`config.mk`:
```
export PLATFORM = sky130hd
export DESIGN_NAME = alu
export DESIGN_NICKNAME = d
export VERILOG_FILES = /design/src/rtl/alu_pkg.sv /design/src/rtl/alu_adder.sv /design/src/rtl/alu.sv
export SDC_FILE = /design/constraint.sdc
export NUM_CORES = 1
export LEC_CHECK = 0
export ABC_AREA = 1
export BUFFER_PORTS_ARGS = -buffer_cell sky130_fd_sc_hd__buf_2
export CORE_MARGIN = 5
export CORE_UTILIZATION = 51
export DETAILED_ROUTE_END_ITERATION = 10
export PLACE_DENSITY_LB_ADDON = 0.12
export SLEW_MARGIN = 20
export SYNTH_ARGS = -nofsm -noshare
export SYNTH_HDL_FRONTEND = slang
export SYNTH_SLANG_ARGS = --single-unit
```
`constraint.sdc`:
```
create_clock -name clk -period 3 [get_ports clk]
set_clock_uncertainty 0.15 [all_clocks]
set_input_delay 0.3 -clock clk [delete_from_list [all_inputs] [get_ports clk]]
set_output_delay 0.3 -clock clk [all_outputs]
set_load 0.01 [all_outputs]
```
`src/rtl/alu_pkg.sv`:
```
// alu_pkg: op codes, FSM states and control-word bit indices shared by the alu files
package alu_pkg;
   localparam logic [2:0] OP_ADD = 3'b000, OP_SUB = 3'b001, OP_AND = 3'b010, OP_OR = 3'b011;
   localparam logic [2:0] OP_MUL = 3'b100, OP_DIV = 3'b101, OP_XOR = 3'b110;
   typedef enum logic [2:0] {IDLE, LOAD, EXEC, ITER, FIX, DONE} state_t;
   localparam int C_LOAD = 0, C_ADD = 1, C_SUB = 2, C_ASUM = 3, C_ASR = 4, C_SHL = 5;
   localparam int C_Q1 = 6, C_Q0 = 7, C_RESTORE = 8, C_CNT = 9, C_AND = 10, C_OR = 11;
   localparam int C_XOR = 12, C_QFIX = 13, C_RFIX = 14, C_OUTV = 15, C_END = 16, C_IDLE = 17;
endpackage

```
`src/rtl/alu_adder.sv`:
```
// alu_adder: 8-bit add/subtract with carry (borrow when subtracting) and signed overflow
// ports: a_i, b_i operands; sub_i selects a-b; sum_o low 8 bits; co_o carry/borrow; ovf_o signed overflow
module alu_adder
   import alu_pkg::*;
(
   input  logic [7:0] a_i,
   input  logic [7:0] b_i,
   input  logic       sub_i,
   output logic [7:0] sum_o,
   output logic       co_o,
   output logic       ovf_o
);
   logic [8:0] t;
   assign t     = sub_i ? {1'b0, a_i} - {1'b0, b_i} : {1'b0, a_i} + {1'b0, b_i};
   assign sum_o = t[7:0];
   assign co_o  = t[8];
   assign ovf_o = (a_i[7] ^ t[7]) & (sub_i ? a_i[7] ^ b_i[7] : ~(a_i[7] ^ b_i[7]));
endmodule

```
`src/rtl/alu.sv`:
```
// alu: sequential 8-bit signed ALU (add/sub/logic in one cycle, Booth multiply, restoring divide)
// ports: clk, resetn (sync, active low); X, Y operands; op select; BEGIN start; OUT = {A,Q};
//        END done pulse; ovr overflow/divide error; A, Q, count, q8, r, m, sum_out, control debug
// ALU_DEBUG_PORTS_EN: when defined the debug ports follow internal state, otherwise they read 0
module alu
   import alu_pkg::*;
(
   input  logic        clk,
   input  logic        resetn,
   input  logic [7:0]  X,
   input  logic [7:0]  Y,
   input  logic [2:0]  op,
   input  logic        BEGIN,
   output logic [15:0] OUT,
   output logic        END,
   output logic [7:0]  A,
   output logic [7:0]  Q,
   output logic [2:0]  count,
   output logic        ovr,
   output logic        q8,
   output logic        r,
   output logic [7:0]  m,
   output logic [7:0]  sum_out,
   output logic [17:0] control
);
   state_t     state_q;
   logic [2:0] op_q, cnt_q;
   logic [7:0] a_q, q_q, m_q, sum, ain, bin, sa, lres;
   logic       q8_q, ovr_q, end_q, xs_q, ys_q, sub, co, ovf, sgn, it_mul, it_div, iterate;

   always_comb begin
      it_mul  = state_q == ITER && op_q == OP_MUL;
      it_div  = state_q == ITER && op_q == OP_DIV;
      iterate = op == OP_MUL || (op == OP_DIV && Y != 8'd0);
      sa      = {a_q[6:0], q_q[7]};
      ain     = it_div ? sa : a_q;
      // Booth pairs 00/11 add nothing, so feed zero and let the shift proceed
      bin     = it_mul && q_q[0] == q8_q ? 8'd0 : m_q;
      sub     = state_q == ITER ? it_div || (q_q[0] && !q8_q) : op_q == OP_SUB;
      // true sign of the 9-bit result; keeps the Booth shift exact when A-M leaves 8-bit range
      sgn     = sum[7] ^ ovf;
      lres    = op_q == OP_AND ? a_q & m_q : op_q == OP_OR ? a_q | m_q : op_q == OP_XOR ? a_q ^ m_q : 8'd0;
   end

   alu_adder u_add (.a_i(ain), .b_i(bin), .sub_i(sub), .sum_o(sum), .co_o(co), .ovf_o(ovf));

   always_ff @(posedge clk) begin
      if (!resetn) begin
         state_q <= IDLE;
         op_q    <= '0;
         cnt_q   <= '0;
         a_q     <= '0;
         q_q     <= '0;
         m_q     <= '0;
         q8_q    <= 1'b0;
         ovr_q   <= 1'b0;
         end_q   <= 1'b0;
         xs_q    <= 1'b0;
         ys_q    <= 1'b0;
      end else begin
         end_q <= 1'b0;
         case (state_q)
            IDLE: if (BEGIN) state_q <= LOAD;
            LOAD: begin
               op_q    <= op;
               cnt_q   <= '0;
               q8_q    <= 1'b0;
               ovr_q   <= 1'b0;
               xs_q    <= X[7];
               ys_q    <= Y[7];
               // a divide by zero keeps the dividend in A as its error result
               a_q     <= iterate ? 8'd0 : X;
               q_q     <= op == OP_MUL ? Y : op == OP_DIV ? (X[7] ? -X : X) : 8'd0;
               m_q     <= op == OP_MUL ? X : op == OP_DIV ? (Y[7] ? -Y : Y) : Y;
               state_q <= iterate ? ITER : EXEC;
            end
            EXEC: begin
               if (op_q == OP_DIV) begin
                  q_q   <= 8'hFF;
                  ovr_q <= 1'b1;
               end else if (op_q == OP_ADD || op_q == OP_SUB) begin
                  q_q   <= sum;
                  a_q   <= {8{sgn}};
                  ovr_q <= ovf;
               end else begin
                  q_q   <= lres;
                  a_q   <= '0;
               end
               state_q <= DONE;
               end_q   <= 1'b1;
            end
            ITER: begin
               cnt_q <= cnt_q + 3'd1;
               if (op_q == OP_MUL) begin
                  a_q  <= {sgn, sum[7:1]};
                  q_q  <= {sum[0], q_q[7:1]};
                  q8_q <= q_q[0];
               end else begin
                  a_q  <= co ? sa : sum;
                  q_q  <= {q_q[6:0], !co};
               end
               if (cnt_q == 3'd7) begin
                  state_q <= op_q == OP_DIV ? FIX : DONE;
                  end_q   <= op_q != OP_DIV;
               end
            end
            FIX: begin
               q_q     <= xs_q ^ ys_q ? -q_q : q_q;
               a_q     <= xs_q ? -a_q : a_q;
               // only -128 / -1 yields an unsigned quotient of 128 that stays positive
               ovr_q   <= !(xs_q ^ ys_q) && q_q[7];
               state_q <= DONE;
               end_q   <= 1'b1;
            end
            DONE:    state_q <= IDLE;
            default: state_q <= IDLE;
         endcase
      end
   end

   assign OUT = {a_q, q_q};
   assign END = end_q;
   assign ovr = ovr_q;

`ifdef ALU_DEBUG_PORTS_EN
   assign A       = a_q;
   assign Q       = q_q;
   assign count   = cnt_q;
   assign q8      = q8_q;
   assign r       = it_div && co;
   assign m       = m_q;
   assign sum_out = sum;
   always_comb begin
      control            = '0;
      control[C_IDLE]    = state_q == IDLE;
      control[C_LOAD]    = state_q == LOAD;
      control[C_ADD]     = (state_q == EXEC && op_q == OP_ADD) || (it_mul && !q_q[0] && q8_q);
      control[C_SUB]     = (state_q == EXEC && op_q == OP_SUB) || (it_mul && q_q[0] && !q8_q) || it_div;
      control[C_ASUM]    = (state_q == EXEC && (op_q == OP_ADD || op_q == OP_SUB)) || (it_mul && (q_q[0] ^ q8_q)) || (it_div && !co);
      control[C_ASR]     = it_mul;
      control[C_SHL]     = it_div;
      control[C_Q1]      = it_div && !co;
      control[C_Q0]      = it_div && co;
      control[C_RESTORE] = it_div && co;
      control[C_CNT]     = state_q == ITER;
      control[C_AND]     = state_q == EXEC && op_q == OP_AND;
      control[C_OR]      = state_q == EXEC && op_q == OP_OR;
      control[C_XOR]     = state_q == EXEC && op_q == OP_XOR;
      control[C_QFIX]    = state_q == FIX && (xs_q ^ ys_q);
      control[C_RFIX]    = state_q == FIX && xs_q;
      control[C_OUTV]    = state_q == DONE;
      control[C_END]     = state_q == DONE;
   end
`else
   assign A       = '0;
   assign Q       = '0;
   assign count   = '0;
   assign q8      = 1'b0;
   assign r       = 1'b0;
   assign m       = '0;
   assign sum_out = '0;
   assign control = '0;
`endif
endmodule

```
== Word level (Yosys, flattened, before mapping) ==
Cells that the tools add are included.
Widths: inputs -> output; s select.

* Multiplexer cells: 39
* Add/sub/neg operators: 7
* Reduce and logical (&&, ||, !) cells: 24
* Bitwise operators: 9
* Eq/ne operators: 22

{| class="wikitable"
|+ Operators by type and width
! kind !! number
|-
| $mux 8 || 21
|-
| $pmux 8 s4 || 2
|-
| $neg 8->8 || 4
|-
| $eq 3x3->1 const B || 7
|-
| $eq 3x2->1 const B || 4
|-
| $pmux 3 s4 || 1
|-
| $ne 2x2->1 const B || 5
|-
| $add 8x8->9 || 1
|-
| $mux 9 || 1
|-
| $sub 8x8->9 || 1
|-
| $and 8x8->8 || 1
|-
| $mux 1 || 8
|-
| $or 8x8->8 || 1
|-
| $reduce_and 2->1 || 4
|-
| $reduce_bool 8->1 || 1
|-
| $xor 8x8->8 || 1
|-
| $eq 3x1->1 const B || 2
|-
| $logic_and 1x1->1 || 6
|-
| $logic_not 3->1 || 2
|-
| $mux 3 || 2
|-
| $ne 3x3->1 const B || 2
|-
| $pmux 3 s2 || 1
|-
| $pmux 1 s2 || 2
|-
| $reduce_bool 4->1 || 1
|-
| 13 further kinds || 20
|}

* Input port bits: 22
* Output and inout bits: 73
* Word-level logic and storage cells: 112
* Register bits: 38

== Longest topological paths before layout ==
* Depth after elaboration: 12
* Mapped depth: 28

== Modules after synthesis ==
From an unflattened synthesis, not the netlist that was laid out.

* Cells, all modules: 800
* Area, all modules: 4708.3 µm²

{| class="wikitable"
|+ By module, submodules not included
! module !! area an instance (µm²) !! sequential area each (µm²) !! cells an instance !! times used
|-
| alu || 4097.7 || 760.7 || 697 || 1
|-
| alu_adder || 610.6 || 0.0 || 103 || 1
|}

== Least setup slack after synthesis ==
No wires, ideal clock.

* Path kind: register to register
* Start: register q_q[0]
* End: register a_q[5]
* Data required time: 2.718 ns
* Data arrival time: 3.004 ns
* Path slack: -0.286 ns
* Library setup time: 0.132 ns
* Clock period less this slack: 3.286 ns
* Stages on the path, launching flop included: 25
* Cells stage by stage: dfxtp_1 > ha_1 > nand3_1 > buf_6 > nand2_1 > ha_1 > nand2_1 > nand2_2 > o21ai_0 > xor2_1 > inv_1 > ha_1 > a21oi_1 > a21boi_0 > nand3b_1 > nand2_1 > inv_1 > nand2_1 > nand2_2 > nand2_4 > nand2_1 > inv_1 > nand2_1 > nand2_1 > a21oi_2

* Word-level cells in the longest chain between the ends: 11

{| class="wikitable"
|+ Ends and longest elaborated chain
! item !! line !! source
|-
| start: declaration || alu.sv:28 || <nowiki>logic [7:0] a_q, q_q, m_q, sum, ain, bin, sa, lres;</nowiki>
|-
| start signal: assignment || alu.sv:73 || <nowiki>q_q <= op == OP_MUL ? Y : op == OP_DIV ? (X[7] ? -X : X) : 8'd0;</nowiki>
|-
| start signal: assignment || alu.sv:82 || <nowiki>q_q <= sum;</nowiki>
|-
| start signal: assignment || alu.sv:86 || <nowiki>q_q <= lres;</nowiki>
|-
| $eq 1x1->1 || alu.sv:38 || <nowiki>bin = it_mul && q_q[0] == q8_q ? 8'd0 : m_q;</nowiki>
|-
| $logic_and 1x1->1 || alu.sv:38 ||
|-
| $mux 8 || alu.sv:38 ||
|-
| $add 8x8->9, or another cell as far along || alu_adder.sv:14 || <nowiki>assign t = sub_i ? {1'b0, a_i} - {1'b0, b_i} : {1'b0, a_i} + {1'b0, b_i};</nowiki>
|-
| $mux 9 or $not 1->1 (tied branches) || alu_adder.sv:14, alu_adder.sv:17 ||
|-
| $xor 1x1->1 or $mux 1 (tied branches) || alu_adder.sv:17 || <nowiki>assign ovf_o = (a_i[7] ^ t[7]) & (sub_i ? a_i[7] ^ b_i[7] : ~(a_i[7] ^ b_i[7]));</nowiki>
|-
| $and 1x1->1 || alu_adder.sv:17 ||
|-
| $xor 1x1->1 || alu.sv:41 || <nowiki>sgn = sum[7] ^ ovf;</nowiki>
|-
| $mux 8 || alu.sv:81 || <nowiki>end else if (op_q == OP_ADD || op_q == OP_SUB) begin</nowiki>
|-
| $mux 8 || alu.sv:78 || <nowiki>if (op_q == OP_DIV) begin</nowiki>
|-
| $pmux 8 s4 (*) || alu.sv:62 || <nowiki>case (state_q)</nowiki>
|-
| end signal: assignment || alu.sv:72 || <nowiki>a_q <= iterate ? 8'd0 : X;</nowiki>
|-
| end signal: assignment || alu.sv:83 || <nowiki>a_q <= {8{sgn}};</nowiki>
|-
| end signal: assignment || alu.sv:95 || <nowiki>a_q <= {sgn, sum[7:1]};</nowiki>
|-
| end: declaration || alu.sv:28 ||
|}

Mark *: on every way between the ends. The rest lies on a longest branch, timed or not. The select of a mux whose other input is x is not followed.
A chain may end at the register's enable or synchronous reset.

== Final worst setup path ==
* Start: register q8_q
* End: register a_q[0]

* Word-level cells in the longest chain between the ends: 11

{| class="wikitable"
|+ Ends and longest elaborated chain
! item !! line !! source
|-
| start: declaration || alu.sv:29 || <nowiki>logic q8_q, ovr_q, end_q, xs_q, ys_q, sub, co, ovf, sgn, it_mul, it_div, iterate;</nowiki>
|-
| start signal: assignment || alu.sv:97 || <nowiki>q8_q <= q_q[0];</nowiki>
|-
| $eq 1x1->1 or $logic_not 1->1 (tied branches) || alu.sv:38, alu.sv:39 ||
|-
| $logic_and 1x1->1 (on tied branches) || alu.sv:38, alu.sv:39 ||
|-
| $mux 8 or $logic_or 1x1->1 (tied branches) || alu.sv:38, alu.sv:39 ||
|-
| $add 8x8->9, or another cell as far along || alu_adder.sv:14 ||
|-
| $mux 9 or $not 1->1 (tied branches) || alu_adder.sv:14, alu_adder.sv:17 ||
|-
| $xor 1x1->1 or $mux 1 (tied branches) || alu_adder.sv:17 ||
|-
| $and 1x1->1 || alu_adder.sv:17 ||
|-
| $xor 1x1->1 || alu.sv:41 ||
|-
| $mux 8 || alu.sv:81 ||
|-
| $mux 8 || alu.sv:78 ||
|-
| $pmux 8 s4 (*) || alu.sv:62 ||
|}

Marked as above.

==> flow_metrics.env <==
export IMPL_outcome="complete, but fails checks"
export IMPL_failed_checks="setup timing"
export IMPL_synth_compound_area_share_pct=21.73
export IMPL_end_kind="register"
export IMPL_clockRootBuffer="clkbuf_8"
export IMPL_p_sw_share_pct=54.32
export IMPL_final_seq_area_um2=767.0
export IMPL_dieHeight_um=104.4
export IMPL_die_w_um=104.4
export IMPL_clk_transition_reported_paths_ns=0.09
export IMPL_drc=0
export IMPL_synth_simple_area_share_pct=28.50
export IMPL_firstDrtPassIters=5
export IMPL_grt_remaining_overflow=0
export IMPL_numCtsBuffers=5
export IMPL_ys_ff_latch=38
export IMPL_numPortBuffers=39
export IMPL_dp_hpwl_um=12590
export IMPL_yosysTopAreaCell="dfxtp_1"
export IMPL_r2r_end="a_q[0]"
export IMPL_routedWlPerCell_um=17.58
export IMPL_clock_latency_ns=0.30
export IMPL_timing_critical_path_buf_inv=8
export IMPL_slew_viol_final=0
export IMPL_synth_edf_count=0
export IMPL_switchingPower_uw=4360
export IMPL_cts_tree="done"
export IMPL_crit_family="simple AND/OR/NAND/NOR gates"
export IMPL_vias=5338
export IMPL_layout_common_cells="128 x nand2_1, 106 x inv_1, 79 x buf_4"
export IMPL_gp_congestion=1.071
export IMPL_core_um2=8721
export IMPL_synthAdderAreaFrac_pct=9.529
export IMPL_total_power_uw=8027
export IMPL_vdd_drop_max_v=0.0007868
export IMPL_clock_power_share_pct=5.0
export IMPL_synthArstFlopShare_pct=0
export IMPL_slew_headroom_pct=58.97
export IMPL_synth_xor_area_share_pct=2.506
export IMPL_final_area_um2=5751
export IMPL_p_per_area_nw_per_um2=1396
export IMPL_yosysWarnings=0
export IMPL_synth_seq_area_share_pct=16.74
export IMPL_grt_usage_pct=28.97
export IMPL_reg2reg_slack_ns=-0.19
export IMPL_hold_violations=0
export IMPL_crit_path_top_delay_cell="dfxtp_2"
export IMPL_synth_mux_area_share_pct=0
export IMPL_p_int_uw=3666
export IMPL_power_frac_comb_pct=84.5
export IMPL_timing_final_crit_period_ns=3.191
export IMPL_drive_gt1_share_pct=27.65
export IMPL_io_pins=95
export IMPL_p_seq_share_pct=10.5
export IMPL_setup_ws_ns=-0.1914
export IMPL_grt_pass1_vias=4970
export IMPL_cp_start_kind="register"
export IMPL_tightest_slew_ns=0.6146
export IMPL_hold_depth=3
export IMPL_final_common_cell="nand2_1"
export IMPL_hold_start="op[1]"
export IMPL_drv_cap=0
export IMPL_clock_sinks=38
export IMPL_timing_final_crit_share_pct=106.4
export IMPL_finalSetupViolations=14
export IMPL_grt_pass1_wl_um=25900
export IMPL_hold_path_class="primary input to register"
export IMPL_required_ns=3.05
export IMPL_synth_top_area_share_pct=16.74
export IMPL_clockBufferDepth=2
export IMPL_cts_htree_levels=2
export IMPL_slowest_delay_ns=0.33
export IMPL_multi_input_area_um2=3462
export IMPL_criticalPathCategory="register to register"
export IMPL_crit_chain="inv_2, ha_4, nand3_2, buf_6, nand2_4, inv_4, nor2_4, nand3_1, nand2_1, xor2_1, inv_1, ha_4, nand2_1, inv_1, buf_4, nand3_4, nand3_4, inv_4, nand2_4, nand2_4, o211ai_1, nand4_1, nand2_1, inv_1"
export IMPL_synth_area_um2=4543
export IMPL_yosysUniqueCellTypes=48
export IMPL_r2r_start="q8_q"
export IMPL_grt_start_max_net_pins=29
export IMPL_layout_area_overhead_vs_synth_pct=26.58
export IMPL_max_freq_ghz=0.3133
export IMPL_nets=894
export IMPL_antenna_cells=0
export IMPL_cp_max_fo=7
export IMPL_initial_core_util_pct=52.09
export IMPL_synthCells=726
export IMPL_fillCellCount=799
export IMPL_ys_flop_type="dfxtp_1"
export IMPL_p_leak_uw=0.002859
export IMPL_rsz0062_at_grt="true"
export IMPL_r2r_cells=24
export IMPL_synth_area_leaders="dfxtp_1 17%, nand2_1 12%, inv_1 9.4%"
export IMPL_cp_arrival_ns=3.24
export IMPL_place_area_um2=5184
export IMPL_wirelength_um=16650
export IMPL_synth_top_family_by_area="simple AND/OR/NAND/NOR gates"
export IMPL_die_area_um2=10900
export IMPL_ant_nets=0
export IMPL_fp_row_count=34
export IMPL_antenna_found_initial=0
export IMPL_syn_avg_cell_area_um2=6.258
export IMPL_holdPathEnd="op_q[1]"
export IMPL_drt_iter0_markers=436
export IMPL_viasPerCell=5.637
[worst max-delay path by stage]
| stage | start | endpoint | slack (ns) | cells after the start |
|---|---|---|---|---|
| floorplan | op_q[1] | a_q[4] | 0.0009 | 27 |
| global placement | op_q[1] | q_q[3] | -0.25 | 18 |
| detailed placement | op_q[1] | q_q[3] | -0.36 | 18 |
| CTS | q8_q | a_q[0] | -0.14 | 21 |
| global route | q8_q | a_q[1] | -0.45 | 24 |
| finish | q8_q | a_q[0] | -0.19 | 24 |
[sequential cells by signal, summed over array words and instances (netlist names)]
| signal | flops |
|---|---|
| op_q | 3 |
| state_q | 3 |
| q8_q | 1 |
| a_q | 8 |
| END | 1 |
| cnt_q | 3 |
| xs_q | 1 |
| q_q | 8 |
| ovr | 1 |
| m_q | 8 |
| ys_q | 1 |
[routing by layer]
metal	GRT usage, %	routed length [um]	vias up
met4	11.10	585	0
met2	49.59	8017	307
met5	0	0	-
met1	36.69	6659	2460
met3	3.724	1387	53
li1	-	-	2518
[Yosys cell counts, drive strengths merged (2+ instances only)]
| cell | number |
|---|---|
| a21boi | 2 |
| a21oi | 56 |
| a221oi | 8 |
| a31oi | 3 |
| buf | 63 |
| clkbuf | 10 |
| dfxtp | 38 |
| ha | 33 |
| inv | 117 |
| nand2 | 158 |
| nand3 | 51 |
| nand3b | 2 |
| nand4 | 10 |
| nor2 | 44 |
| nor3 | 16 |
| o2111ai | 5 |
| o211ai | 11 |
| o21ai | 59 |
| o21bai | 2 |
| o221ai | 4 |
| o22ai | 9 |
| o31ai | 3 |
| xnor2 | 3 |
| xor2 | 10 |
[worst min-delay path, delay by kind of cell]
kind	cells	cell delay, ns
AO/OA/AOI/OAI	1	0.08
buffers and inverters	2	0.18
[cells by family (layout without fill, tap and decap cells)]
| family | Yosys count | in the layout |
|---|---|---|
| flip-flops | 38 | 38 |
| adder cells (fa/ha/maj) | 34 | 34 |
| AO/OA/AOI/OAI | 167 | 167 |
| buffers and inverters | 190 | 248 |
| AND/OR/NAND/NOR | 283 | 284 |
| XOR/XNOR | 13 | 13 |
| other | 1 | 55 |
[power by group through the flow]
stage,Clock [uW],Sequential (uW),Combinational (uW)
finish,402,844,6780
global route,431,860,7320
CTS,412,827,5860
detailed placement,0,827,5080
global placement,0,823,5020
floorplan,0,865,3160
[timing repair]
item	CTS	global route
hold buffers	0	0
gates resized for setup	51	40
setup buffers	3	6
endpoints found under the hold margin	0	0
gates cloned	1	0
pin swaps	26	33
endpoints found under the setup margin	16	16
[per-stage QoR]
step	hold WS, ns	setup TNS [ns]	setup slack [ns]	cells	util (%)
finish	0.1515	-1.685	-0.1914	947	65.94
global route	0.1804	-4.740	-0.4498	947	65.94
CTS	0.1455	-0.8919	-0.1381	941	63.57
detailed placement	0.3202	-3.755	-0.3625	929	59.44
global placement	0.3007	-2.416	-0.2547	929	59.44
floorplan	0.2832	0	0.0008624	780	-
[area by class of cell]
class                           count  share of cell area (%)
Multi-Input combinational cell    553                   60.20
Inverter                          117                   7.768
Clock buffer                        6                   1.436
Tap cell                          108                   2.350
Sequential cell                    38                   13.34
Timing Repair Buffer              123                   14.69
Clock inverter                      2                  0.2176
Note: power is estimated with default switching activity, not from simulation.
